--- src/rtl/ahb_arb_pkg.sv ---
// Shared AHB arbiter definitions: transfer-type and burst-type encodings and
// the burst-length decode used to load the arbiter's beat counter.
package ahb_arb_pkg;

  typedef enum logic [1:0] {
    HT_IDLE   = 2'b00,
    HT_BUSY   = 2'b01,
    HT_NONSEQ = 2'b10,
    HT_SEQ    = 2'b11
  } htrans_t;

  typedef enum logic [2:0] {
    HB_SINGLE = 3'b000,
    HB_INCR   = 3'b001,
    HB_WRAP4  = 3'b010,
    HB_INCR4  = 3'b011,
    HB_WRAP8  = 3'b100,
    HB_INCR8  = 3'b101,
    HB_WRAP16 = 3'b110,
    HB_INCR16 = 3'b111
  } hburst_t;

  localparam int CNT_W = 4;

  // Number of beats in a fixed-length burst. SINGLE and undefined-length
  // INCR count as one beat: the arbiter may rearbitrate after every beat.
  function automatic logic [4:0] burst_len(input logic [2:0] hburst);
    logic [4:0] len;
    case (hburst_t'(hburst))
      HB_WRAP4,  HB_INCR4:  len = 5'd4;
      HB_WRAP8,  HB_INCR8:  len = 5'd8;
      HB_WRAP16, HB_INCR16: len = 5'd16;
      default:              len = 5'd1;
    endcase
    return len;
  endfunction

endpackage

--- src/rtl/ahb_arbiter_rr_pick.sv ---
// Combinational round-robin picker.
//   req  : request vector, one bit per master
//   ptr  : index of the last winner; search starts at (ptr + 1) mod NM
//   gnt  : one-hot winner (all zero when nothing requests)
//   vld  : a live request was found
module rr_pick #(
  parameter int NM = 3
) (
  input  logic [NM-1:0] req,
  input  logic [1:0]    ptr,
  output logic [NM-1:0] gnt,
  output logic          vld
);
  import ahb_arb_pkg::*;

  logic [1:0] idx;

  always_comb begin
    gnt = '0;
    vld = 1'b0;
    idx = '0;
    for (int i = 0; i < NM; i++) begin
      idx = 2'((int'(ptr) + 1 + i) % NM);
      if (!vld && req[idx]) begin
        gnt[idx] = 1'b1;
        vld      = 1'b1;
      end
    end
  end

endmodule

--- src/rtl/ahb_arbiter.sv ---
// AHB bus arbiter with burst-aware round-robin arbitration.
//   HCLK, HRESETn : clock, asynchronous active-low reset
//   HBUSREQ       : per-master bus request
//   HTRANS/HBURST : transfer and burst type of the current address-phase owner
//   HREADY        : bus ready; everything freezes while it is low
//   HGRANT        : registered one-hot grant
//   HMASTER       : address-phase owner index (address/control mux select)
//   HMASTER_D     : data-phase owner index (write-data mux select)
module ahb_arbiter #(
  parameter int NM        = 3,
  parameter int DEFAULT_M = 0
) (
  input  logic          HCLK,
  input  logic          HRESETn,
  input  logic [NM-1:0] HBUSREQ,
  input  logic [1:0]    HTRANS,
  input  logic [2:0]    HBURST,
  input  logic          HREADY,
  output logic [NM-1:0] HGRANT,
  output logic [1:0]    HMASTER,
  output logic [1:0]    HMASTER_D
);
  import ahb_arb_pkg::*;

  localparam logic [1:0]    DEF_IDX = 2'(DEFAULT_M);
  localparam logic [NM-1:0] DEF_GNT = NM'(1) << DEFAULT_M;

  function automatic logic [1:0] oh_idx(input logic [NM-1:0] oh);
    logic [1:0] r;
    r = '0;
    for (int i = 0; i < NM; i++)
      if (oh[i]) r = 2'(i);
    return r;
  endfunction

  logic [CNT_W-1:0] cnt_p1;
  logic [CNT_W-1:0] cnt_nxt;
  logic [1:0]       ptr_p1;
  logic             first_p1;
  logic             arb;
  logic [NM-1:0]    pick_gnt;
  logic             pick_vld;

  // Beats remaining in the current burst. A NONSEQ with HREADY=0 is not
  // accepted, so the whole update sits under HREADY.
  always_comb begin
    cnt_nxt = cnt_p1;
    if (HREADY) begin
      case (htrans_t'(HTRANS))
        HT_NONSEQ: cnt_nxt = CNT_W'(burst_len(HBURST) - 5'd1);
        HT_SEQ:    cnt_nxt = (cnt_p1 != '0) ? cnt_p1 - 1'b1 : cnt_p1;
        HT_IDLE:   cnt_nxt = '0;
        default:   cnt_nxt = cnt_p1;
      endcase
    end
  end

  // Rearbitrate when at most one beat remains, so the next owner is granted
  // while the final beat's address phase is still in flight. The first ready
  // edge after reset always rearbitrates, whatever the bus shows.
  assign arb = HREADY && (first_p1 || (cnt_nxt <= CNT_W'(1)));

  rr_pick #(.NM(NM)) u_pick (
    .req (HBUSREQ),
    .ptr (ptr_p1),
    .gnt (pick_gnt),
    .vld (pick_vld)
  );

  // ---- register stage: grant, owner pipeline, burst counter ----
  always_ff @(posedge HCLK or negedge HRESETn) begin
    if (!HRESETn) begin
      HGRANT    <= DEF_GNT;
      HMASTER   <= DEF_IDX;
      HMASTER_D <= DEF_IDX;
      cnt_p1    <= '0;
      ptr_p1    <= DEF_IDX;
      first_p1  <= 1'b1;
    end else if (HREADY) begin
      cnt_p1    <= cnt_nxt;
      first_p1  <= 1'b0;
      HMASTER   <= oh_idx(HGRANT);
      HMASTER_D <= HMASTER;
      if (arb) begin
        if (pick_vld) begin
          HGRANT <= pick_gnt;
          ptr_p1 <= oh_idx(pick_gnt);
        end else begin
          // Parking on the default master leaves the pointer alone.
          HGRANT <= DEF_GNT;
        end
      end
    end
  end

endmodule

--- config.mk ---
export PLATFORM = sky130hd
export DESIGN_NAME = ahb_arbiter
export DESIGN_NICKNAME = d
export VERILOG_FILES = /design/src/rtl/ahb_arb_pkg.sv /design/src/rtl/ahb_arbiter_rr_pick.sv /design/src/rtl/ahb_arbiter.sv
export SDC_FILE = /design/constraint.sdc
export NUM_CORES = 1
export LEC_CHECK = 0
export ABC_CLOCK_PERIOD_IN_PS = 5100
export CAP_MARGIN = 20
export CORE_ASPECT_RATIO = 1.4
export CORE_UTILIZATION = 39
export DETAILED_ROUTE_END_ITERATION = 10
export HOLD_SLACK_MARGIN = 0.03
export SLEW_MARGIN = 20
export SYNTH_ARGS = -nofsm -noshare
export SYNTH_HDL_FRONTEND = slang
export SYNTH_SLANG_ARGS = --single-unit
--- constraint.sdc ---
create_clock -name HCLK -period 5.1 [get_ports HCLK]
set_input_delay 1.02 -clock HCLK [delete_from_list [all_inputs] [get_ports HCLK]]
set_output_delay 1.02 -clock HCLK [all_outputs]
set_load 0.02 [all_outputs]
==> flow_summary.toml <==
[placement]
place_area_um2 = 1166
routabilityCongestion = 0.7811
place.port_buffers = 16
dpl.hpwl_um = 1591
placedCellCount = 151

[drt]
wl_per_cell_um = 12.86
drtPass1Iterations = 4
detail_route.drc_violations = 0
avgViaCountPerCell = 5.494
vias_post_dr = 846
postRouteAntennaNets = 0
initialDrtViolationCount = 24
finalWirelength_um = 1980

[worst_setup_path]
crit_required_ns = 5.25
worstSetupStartpointType = "input pin"
cp_top_family = "buffers and inverters"
end_kind = "flop"
crit_path_max_incr_delay_ns = 0.77
critical_path.slowest_cell = "sky130_fd_sc_hd__clkdlybuf4s50_1"
cp_cell_sequence = "clkdlybuf4s50_1, nand2_1, nor4_1, a211o_1, nor3_2, o21ai_1, mux2_2"
cp.arrival_ns = 3.13
critical_path_peak_fanout = 14
timing.critical_path.buf_inv = 1
critical_path_class = "input pin to flop"

[final_layout]
finish.net_count = 138
mostFrequentLayoutCell = "sky130_fd_sc_hd__clkdlybuf4s50_1"
synthToLayoutAreaGrowth_pct = 20.87
postLayoutCellArea_um2 = 1189
finalNonFillerCells = 154
final_cell_mix = "sky130_fd_sc_hd__clkdlybuf4s50_1, sky130_fd_sc_hd__dfrtp_1, sky130_fd_sc_hd__nand2_1"
antenna-diode-count = 0
drive_above_1_share = 0.1083

[timing]
final_max_slew_viol_count = 0
finalSetupTns_ns = 0
timing.final.hold_violations = 0
shortest_period_the_worst_path_allows_ns = 2.982
grt_setup_unrepaired = "false"
timing_worst_slew_pin_value_ns = 0.5857
upper_clock_frequency_limit_ghz = 0.3353
worst_slew_margin_rel = 0.6083
setup_viol_count_final = 0
fin_skew_ns = 0.002971
timing.final.crit_share = 0.5848

[clocking]
tritoncts_num_sinks = 14
tritoncts.num_buffers = 3
clk_pin_slew_worst_paths_ns = 0.07
cts-resized-gates = 0
worst_skew_pair.late_latency_ns = 0.26
clockBufferDepth = 2
htree_num_levels = 1
hold_buffers = 0
cts_tree = "built"
cts_setup_buffers = 0
root_buffer_cell = "sky130_fd_sc_hd__clkbuf_4"

[synthesis]
async_set_reset_flop_share_out_of_synthesis = 1.000
yosysUniqueCellTypes = 42
synth_sequential_area_ratio = 0.3588
synth.net_count = 122
warnings_from_yosys = 0
synth-seq-cells = 14
postSynthAreaPerCell_um2 = 9.278
postSynthCellCount = 106
synth.cell_area_um2 = 983.4
ys.flop_type = "sky130_fd_sc_hd__dfrtp_1"
synth_edf_count = 0

[die]
die_width_um = 44.44
core_um2 = 2391
die_h_um = 61.42
die_area_um2 = 2729
io_pins = 18
initial_utilization = 0.4113
placement_rows = 21

[status]
run_status = "finished, final reports clean"

[global_routing]
grtUsageTotal = 0.1594
grt_max_degree = 15
globalRoute.totalOverflow = 0
first_pass_grt_wire_length_um = 3249
grt_pass1_vias = 735
grt_antenna_before_repair = 0

[power]
power_density_nw_per_um2 = 487.1
totalPowerFinal_mw = 0.5790
power.leakage_nw = 0.4951
largest_vdd_supply_drop_mv = 0.2675

[worst_hold_path]
hold_path.class = "flop to flop"

[job]
maxCapViolCount = 0
[cells in the mapped netlist, drive strengths merged, types with 4 or more instances]
cell type | number | area, um2
ha | 5 | 62.56
mux2 | 8 | 90.08
clkbuf | 4 | 15.01
inv | 7 | 26.28
dfrtp | 12 | 300.3
nor2b | 4 | 25.02
a21oi | 4 | 20.02
nand2 | 10 | 37.54
nor2 | 5 | 18.77
o21ai | 7 | 35.03
[where the power goes]
part / leakage [nW] / internal [mW] / switching (mW)
registers: 0.176 / 0.153 / 0.0318
clock network: 0.0138 / 0.0272 / 0.0281
logic: 0.305 / 0.159 / 0.180
[path summary, 6_finish.rpt]
check | start | end | slack [ns] | depth (start not counted)
worst max-delay path | HREADY | HGRANT[2] | 2.12 | 7
worst min-delay path | first_p1 | first_p1 | 0.50 | 1
worst max register to register | ptr_p1[0] | ptr_p1[0] | 2.87 | 8
worst min register to register | first_p1 | first_p1 | 0.50 | 1
max in group asynchronous | HRESETn | cnt_p1[0] | 3.59 | 1
min in group asynchronous | HRESETn | HMASTER[0] | 1.13 | 1
[worst reg2reg max path, stage by stage (launching register included)]
cell and delay (ns):
sky130_fd_sc_hd__dfrtp_1 0.39, sky130_fd_sc_hd__inv_1 0.08, sky130_fd_sc_hd__ha_1 0.50, sky130_fd_sc_hd__nor2b_1 0.22
sky130_fd_sc_hd__nand3b_1 0.09, sky130_fd_sc_hd__o31ai_1 0.29, sky130_fd_sc_hd__o2bb2ai_1 0.20, sky130_fd_sc_hd__a21oi_1 0.07
sky130_fd_sc_hd__mux2_1 0.28
[stage by stage]
stage	setup WS [ns]	util	hold WS, ns
final	2.118	0.4971	0.4979
after global routing	1.988	0.4971	0.5157
after CTS	2.097	0.4971	0.4975
after detailed placement	1.816	0.4877	0.4848
after global placement	1.860	0.4877	0.4799
after floorplan	2.786	-	0.4735
[flip-flops by register name, indices dropped and copies added (netlist names)]
register	count
HMASTER_D	2
ptr_p1	2
HMASTER	2
first_p1	1
cnt_p1	4
HGRANT	3
[logic make-up (layout without fill, tap and decap cells)]
| group | count (synthesis) | in the layout | synth area share |
|---|---|---|---|
| multiplexers | 9 | 9 | 0.1018 |
| AO/OA/AOI/OAI | 29 | 29 | 0.2023 |
| AND/OR/NAND/NOR | 37 | 37 | 0.2265 |
| buffers and inverters | 12 | 26 | 0.04707 |
| adder cells (fa/ha/maj) | 5 | 5 | 0.06361 |
| flip-flops | 14 | 14 | 0.3588 |
[routing by layer]
layer  vias up  track usage  share of wire  wire length (um)
met5         -            0              0                 0
met4         0      0.06494              0                 0
met3         0     0.008798          0.015                29
met2        14       0.2899           0.56              1101
met1       405       0.1948           0.43               848
li1        427            -              -                 -
[area by class of cell]
type                    instances  area (um2)
fillers                       238        1202
multi-input cells              80       584.3
flip-flops and latches         14       352.8
repair buffers                 16       160.2
well taps                      34       42.54
inverters                       7       26.28
clock buffers                   3       22.52
Power figures use the tool's default switching activity.
